`src/rtl/ps2_key_decoder.sv`:
```
// ps2_key_decoder: PS/2 keyboard receiver. Synchronises and de-glitches the raw
// PS/2 clock/data lines, deframes 11-bit frames (start, 8 data LSB first, odd
// parity, stop) and folds E0/F0/E1 prefixes into an 11-bit key event word:
// [7:0] scancode, [8] extended, [9] pressed, [10] toggles once per event.
// Optional build macro PS2_REPEAT_FILTER_EN suppresses typematic repeat makes.
module ps2_key_decoder #(
    parameter int FILTER_LEN  = 8,
    parameter int TIMEOUT_CYC = 50000
) (
    input  logic        clk_sys,
    input  logic        reset_n,
    input  logic        ps2_clk,
    input  logic        ps2_data,
    output logic [10:0] ps2_key,
    output logic        frame_err
);

    localparam int FW = $clog2(FILTER_LEN + 1);
    localparam int TW = $clog2(TIMEOUT_CYC + 1);

    typedef enum logic [1:0] {
        ST_IDLE   = 2'd0,
        ST_DATA   = 2'd1,
        ST_PARITY = 2'd2,
        ST_STOP   = 2'd3
    } state_t;

    // One filter step: {new filtered value, new run counter}. The filtered
    // value follows the sample only after FILTER_LEN consecutive differing samples.
    function automatic logic [FW:0] filt_step(input logic smp, input logic filt,
                                              input logic [FW-1:0] cnt);
        logic [FW:0] res;
        if (smp == filt) begin
            res = {filt, {FW{1'b0}}};
        end else if (cnt == FW'(FILTER_LEN - 1)) begin
            res = {smp, {FW{1'b0}}};
        end else begin
            res = {filt, cnt + FW'(1)};
        end
        return res;
    endfunction

    // Bytes dropped when no prefix is pending (BAT, ack, resend, echo, overrun).
    function automatic logic is_discard(input logic [7:0] b);
        logic res;
        case (b)
            8'hAA, 8'hFA, 8'hFE, 8'hEE, 8'h00, 8'hFF: res = 1'b1;
            default:                                  res = 1'b0;
        endcase
        return res;
    endfunction

    logic [1:0]    clk_sync_q, clk_sync_d, data_sync_q, data_sync_d;
    logic [FW-1:0] clk_cnt_q, clk_cnt_d, data_cnt_q, data_cnt_d;
    logic          clk_filt_q, clk_filt_d, data_filt_q, data_filt_d;
    logic          clk_prev_q, clk_prev_d;
    state_t        state_q, state_d;
    logic [2:0]    bit_cnt_q, bit_cnt_d;
    logic [7:0]    shift_q, shift_d, rx_byte_q, rx_byte_d;
    logic          parity_q, parity_d;
    logic [TW-1:0] to_cnt_q, to_cnt_d;
    logic          byte_valid_q, byte_valid_d;
    logic          ext_pend_q, ext_pend_d, brk_pend_q, brk_pend_d;
    logic [2:0]    skip_cnt_q, skip_cnt_d;
    logic [10:0]   key_q, key_d;
    logic          frame_err_q, frame_err_d;
    logic          strobe_s, err_s, suppress_s;
`ifdef PS2_REPEAT_FILTER_EN
    logic [8:0]    trk_q, trk_d;
    logic          trk_vld_q, trk_vld_d;
`endif

    // Next-state logic: input conditioning, frame FSM, timeout, prefix folding.
    always_comb begin
        clk_sync_d   = {clk_sync_q[0], ps2_clk};
        data_sync_d  = {data_sync_q[0], ps2_data};
        {clk_filt_d, clk_cnt_d}   = filt_step(clk_sync_q[1], clk_filt_q, clk_cnt_q);
        {data_filt_d, data_cnt_d} = filt_step(data_sync_q[1], data_filt_q, data_cnt_q);
        clk_prev_d   = clk_filt_q;
        strobe_s     = clk_prev_q & ~clk_filt_q;
        state_d      = state_q;
        bit_cnt_d    = bit_cnt_q;
        shift_d      = shift_q;
        rx_byte_d    = rx_byte_q;
        parity_d     = parity_q;
        to_cnt_d     = to_cnt_q;
        byte_valid_d = 1'b0;
        ext_pend_d   = ext_pend_q;
        brk_pend_d   = brk_pend_q;
        skip_cnt_d   = skip_cnt_q;
        key_d        = key_q;
        frame_err_d  = 1'b0;
        err_s        = 1'b0;
`ifdef PS2_REPEAT_FILTER_EN
        trk_d        = trk_q;
        trk_vld_d    = trk_vld_q;
        suppress_s   = ~brk_pend_q & trk_vld_q & (trk_q == {ext_pend_q, rx_byte_q});
`else
        suppress_s   = 1'b0;
`endif

        // Frame FSM advances only on the filtered clock's falling edge.
        if (strobe_s) begin
            case (state_q)
                ST_IDLE: begin
                    if (!data_filt_q) begin
                        state_d   = ST_DATA;
                        bit_cnt_d = 3'd0;
                    end else begin
                        err_s = 1'b1;
                    end
                end
                ST_DATA: begin
                    shift_d   = {data_filt_q, shift_q[7:1]};
                    bit_cnt_d = bit_cnt_q + 3'd1;
                    if (bit_cnt_q == 3'd7) begin
                        state_d = ST_PARITY;
                    end else begin
                        state_d = ST_DATA;
                    end
                end
                ST_PARITY: begin
                    parity_d = data_filt_q;
                    state_d  = ST_STOP;
                end
                ST_STOP: begin
                    state_d = ST_IDLE;
                    if (data_filt_q && (^{shift_q, parity_q})) begin
                        byte_valid_d = 1'b1;
                        rx_byte_d    = shift_q;
                    end else begin
                        err_s = 1'b1;
                    end
                end
                default: state_d = ST_IDLE;
            endcase
        end else begin
            state_d = state_q;
        end

        // Inter-edge watchdog; a strobe on the terminal cycle takes priority.
        if (strobe_s || (state_q == ST_IDLE)) begin
            to_cnt_d = '0;
        end else if (to_cnt_q == TW'(TIMEOUT_CYC - 1)) begin
            to_cnt_d = '0;
            state_d  = ST_IDLE;
            err_s    = 1'b1;
        end else begin
            to_cnt_d = to_cnt_q + TW'(1);
        end

        // Byte interpretation; a frame error wipes all pending prefix context.
        if (err_s) begin
            frame_err_d = 1'b1;
            ext_pend_d  = 1'b0;
            brk_pend_d  = 1'b0;
            skip_cnt_d  = 3'd0;
`ifdef PS2_REPEAT_FILTER_EN
            trk_vld_d   = 1'b0;
`endif
        end else if (byte_valid_q) begin
            if (skip_cnt_q != 3'd0) begin
                skip_cnt_d = skip_cnt_q - 3'd1;
            end else if (rx_byte_q == 8'hE1) begin
                skip_cnt_d = 3'd7;
            end else if (rx_byte_q == 8'hE0) begin
                ext_pend_d = 1'b1;
            end else if (rx_byte_q == 8'hF0) begin
                brk_pend_d = 1'b1;
            end else if (!ext_pend_q && !brk_pend_q && is_discard(rx_byte_q)) begin
                skip_cnt_d = skip_cnt_q;
            end else begin
                if (!suppress_s) begin
                    key_d = {~key_q[10], ~brk_pend_q, ext_pend_q, rx_byte_q};
                end else begin
                    key_d = key_q;
                end
`ifdef PS2_REPEAT_FILTER_EN
                if (brk_pend_q) begin
                    trk_vld_d = 1'b0;
                end else begin
                    trk_vld_d = 1'b1;
                    trk_d     = {ext_pend_q, rx_byte_q};
                end
`endif
                ext_pend_d = 1'b0;
                brk_pend_d = 1'b0;
            end
        end else begin
            frame_err_d = 1'b0;
        end
    end

    // State and output registers; reset aborts any frame silently.
    always_ff @(posedge clk_sys or negedge reset_n) begin
        if (!reset_n) begin
            clk_sync_q   <= 2'b11;
            data_sync_q  <= 2'b11;
            clk_cnt_q    <= '0;
            data_cnt_q   <= '0;
            clk_filt_q   <= 1'b1;
            data_filt_q  <= 1'b1;
            clk_prev_q   <= 1'b1;
            state_q      <= ST_IDLE;
            bit_cnt_q    <= 3'd0;
            shift_q      <= 8'h00;
            rx_byte_q    <= 8'h00;
            parity_q     <= 1'b0;
            to_cnt_q     <= '0;
            byte_valid_q <= 1'b0;
            ext_pend_q   <= 1'b0;
            brk_pend_q   <= 1'b0;
            skip_cnt_q   <= 3'd0;
            key_q        <= 11'h000;
            frame_err_q  <= 1'b0;
`ifdef PS2_REPEAT_FILTER_EN
            trk_q        <= 9'h000;
            trk_vld_q    <= 1'b0;
`endif
        end else begin
            clk_sync_q   <= clk_sync_d;
            data_sync_q  <= data_sync_d;
            clk_cnt_q    <= clk_cnt_d;
            data_cnt_q   <= data_cnt_d;
            clk_filt_q   <= clk_filt_d;
            data_filt_q  <= data_filt_d;
            clk_prev_q   <= clk_prev_d;
            state_q      <= state_d;
            bit_cnt_q    <= bit_cnt_d;
            shift_q      <= shift_d;
            rx_byte_q    <= rx_byte_d;
            parity_q     <= parity_d;
            to_cnt_q     <= to_cnt_d;
            byte_valid_q <= byte_valid_d;
            ext_pend_q   <= ext_pend_d;
            brk_pend_q   <= brk_pend_d;
            skip_cnt_q   <= skip_cnt_d;
            key_q        <= key_d;
            frame_err_q  <= frame_err_d;
`ifdef PS2_REPEAT_FILTER_EN
            trk_q        <= trk_d;
            trk_vld_q    <= trk_vld_d;
`endif
        end
    end

    assign ps2_key   = key_q;
    assign frame_err = frame_err_q;

endmodule

```
`config.mk`:
```
export PLATFORM = sky130hd
export DESIGN_NAME = ps2_key_decoder
export DESIGN_NICKNAME = d
export VERILOG_FILES = /design/src/rtl/ps2_key_decoder.sv
export SDC_FILE = /design/constraint.sdc
export NUM_CORES = 1
export LEC_CHECK = 0
export BUFFER_PORTS_ARGS = -buffer_cell sky130_fd_sc_hd__clkbuf_2
export CORE_ASPECT_RATIO = 1.4
export CORE_MARGIN = 2
export CORE_UTILIZATION = 26
export DETAILED_ROUTE_END_ITERATION = 10
export PLACE_DENSITY = 0.45
export SYNTH_ARGS = -nofsm -noshare
export SYNTH_HDL_FRONTEND = slang
export SYNTH_SLANG_ARGS = --single-unit
```
`constraint.sdc`:
```
create_clock -name clk_sys -period 6.5 [get_ports clk_sys]
set_clock_uncertainty 0.2 [all_clocks]
set_input_delay 0.325 -clock clk_sys [delete_from_list [all_inputs] [get_ports clk_sys]]
set_output_delay 0.325 -clock clk_sys [all_outputs]
set_load 0.05 [all_outputs]
```
==> flow_summary_export.csv <==
group,metric,value,unit
yosys,syn_nets,290,
clock_network,htreeDepth,3,
sta,finalSetupViolations,0,
sta,final_hold_viol_count,0,
die,die_h,137,um
pwr,peakVddDrop,0.108,mV
sta,fin_tns_setup,0,ns
routing,drt_pre_antenna_iters,6,
grt,grt_pass1_vias,2055,
die,ios,16,
pwr,powerDensity,314,nW/um^2
layout,final_area,3830,sq um
layout,drive_gt1_share,23.6,%
grt,grt_max_degree,72,
flow_run,max_cap_viol_count,0,
yosys,yosys.area.top_type,"dfrtp_1",
setup_path,crit_path_end_kind,"register",
yosys,postSynthAreaPerCell,12.1,sq um
setup_path,critPathLaunchType,"register",
layout,multi_input_area,1440,sq um
pwr,p_leak,1.81,nW
sta,maxSlewHeadroom,39.8,%
grt,grt_pass1_wl,10200,um
grt,grt.total_usage,9.59,%
place,gp_congestion,0.646,
sta,finalMaxSlewViolations,0,
setup_path,cp_slowest_cell,"nand4_1",
worst_hold_path,hold_path_class,"input port to asynchronous set/reset pin",
layout,fill_cells,1262,
setup_path,max_stage_delay,0.65,ns
place,pre_cts_slack,3.67,ns
die,start_util,26.7,%
yosys,ys_async_sr_fraction,100,%
yosys,synthTopCellsByArea,"dfrtp_1 49%, mux2_2 7.5%, dfstp_2 5.6%",
yosys,synth.most_common_cell,"dfrtp_1",
routing,num_vias,2060,
yosys,syn_area,3300,sq um
yosys,ys.warnings.count,0,
setup_path,path_max_fanout,11,
place,place_area,3520,sq um
setup_path,rrSetupSlack,3.70,ns
layout,final_nets,312,
routing,drt_iter0_markers,41,
die,die_area,13600,sq um
yosys,synth_cells,274,
yosys,synth_common_cells,"64 x dfrtp_1, 26 x nor2_1, 22 x mux2_2",
die,die_w,99.2,um
sta,fin_crit,2.80,ns
sta,holdWs,0.00733,ns
sta,fin_ws,3.70,ns
routing,detail-route-antenna-nets,0,
pwr,power,1.20,mW
clock_network,cts.root.buffer_cell,"clkbuf_16",
routing,vias_per_cell,4.57,
yosys,synth_edf_count,0,
yosys,ys_ff_latch,71,
yosys,synth_flop_cell,"dfrtp_1",
yosys,synth_top_area_share,48.5,%
clock_network,cts.sinks,71,
die,placementRows,48,
run_status,status,"finished, final reports clean",
routing,drt-total-wl,5920,um
clock_network,cts_tree,"done",
setup_path,path_class,"register to register",
clock_network,clock_latency,0.33,ns
clock_network,cts.clk_slew.worst_paths,0.06,ns
clock_network,cts_inserted_buffers,9,
sta,rsz0062_at_grt,"false",
routing,drc,0,
setup_path,path_cells,"nor2b_1 > nor2_1 > a21oi_1 > nand4_1 > mux2_4",
setup_path,worstPathArrival,2.80,ns
grt,gr-total-overflow,0,
place,portBuffers,15,
routing,avgRoutedWirePerCell,13.1,um
die,core_area,12400,sq um
setup_path,cp.required,6.51,ns
yosys,synthDistinctLibCells,41,
sta,fmax,357,MHz
layout,diodes,0,
layout,area_delta_synth_final,16.0,%
grt,antenna_found_initial,0,
layout,regArea,1790,sq um
place,dp_hpwl,4040,um
sta,min_period_over_period,43.0,%
yosys,yosysSeqAreaShare,54.1,%
clock_network,clock_path_buffers,2,
sta,tightest_slew,0.904,ns
[placed cells by master (no fill, tap or decap), types with 5 or more instances in the layout]
cell	netlist	routed
dfrtp_1	64	64
nor2_1	26	26
mux2_2	22	22
nand2_1	20	20
clkbuf_2	0	14
ha_1	12	12
a21oi_1	11	11
xnor2_1	11	11
nor3_1	10	10
xor2_1	10	10
clkbuf_16	0	9
mux2_4	8	8
inv_1	7	7
dfstp_2	7	7
nand4_1	6	6
nand3_1	5	5
o21ai_0	5	5
[where the power goes]
| part | switching, mW | internal [mW] | leakage [nW] |
|---|---|---|---|
| Combinational | 0.111 | 0.0786 | 0.714 |
| Sequential | 0.0400 | 0.494 | 0.954 |
| Clock | 0.183 | 0.295 | 0.142 |
[flip-flops by register name (all words and copies together), names as in the netlist, 2 cells and up]
register	flops
to_cnt_q	16
clk_cnt_q	4
shift_q	8
ps2_key	11
skip_cnt_q	3
data_sync_q	2
rx_byte_q	8
state_q	2
bit_cnt_q	3
data_cnt_q	4
clk_sync_q	2
[stage by stage]
stage	instances	util, %
floorplan	274	-
global placement	433	28.4
detailed placement	433	28.4
CTS	451	31.0
global route	451	31.0
finish	451	31.0
[kinds of logic (layout without fill, tap and decap cells)]
| kind of cell | after synthesis | count (layout) | synth area share, % |
|---|---|---|---|
| AO/OA/AOI/OAI | 25 | 25 | 4.62 |
| AND/OR/NAND/NOR | 96 | 96 | 15.3 |
| multiplexers | 33 | 33 | 12.1 |
| XOR/XNOR | 23 | 23 | 6.97 |
| adder cells (fa/ha/maj) | 12 | 12 | 4.55 |
| flip-flops | 71 | 71 | 54.1 |
| buffers and inverters | 14 | 41 | 2.39 |
[what timing repair did]
action	CTS	global route
gates resized for setup	0	0
buffers inserted	0	0
hold buffers	2	0
hold endpoints to repair	2	0
[path summary, 6_finish.rpt]
kind,from,end,depth (start not counted)
max in group asynchronous,reset_n,state_q[1]$_DFF_PN0_,2
hold reg to reg,data_sync_q[0]$_DFF_PN1_,data_sync_q[1]$_DFF_PN1_,0
setup reg to reg,clk_prev_q$_DFF_PN1_,ps2_key[8]$_DFFE_PN0P_,5
min in group clk_sys,data_sync_q[0]$_DFF_PN1_,data_sync_q[1]$_DFF_PN1_,0
hold / removal,reset_n,ps2_key[7]$_DFFE_PN0P_,2
setup / recovery,clk_prev_q$_DFF_PN1_,ps2_key[8]$_DFFE_PN0P_,5
[per-layer routing]
metal  GRT usage (%)  part of all wire, %
met5               0                    0
met4            5.71                  2.5
met3            2.13                  2.9
met2            16.0                   51
met1            11.3                   44
[layout make-up]
type	count	share of cell area, %
Inverter	7	0.686
Sequential cell	71	46.6
Clock inverter	6	1.60
Tap cell	150	4.90
Clock buffer	10	5.98
Multi-Input combinational cell	189	37.5
Timing Repair Buffer	18	2.68
[worst max-delay path, delay by kind of cell, from the launching register on]
| kind | cells | cell delay (ns) |
|---|---|---|
| and+or+nand+nor | 3 | 1.19 |
| muxes | 1 | 0.52 |
| DFF | 1 | 0.51 |
| AOI/OAI and AO/OA | 1 | 0.25 |
(Power assumes the default switching activity.)
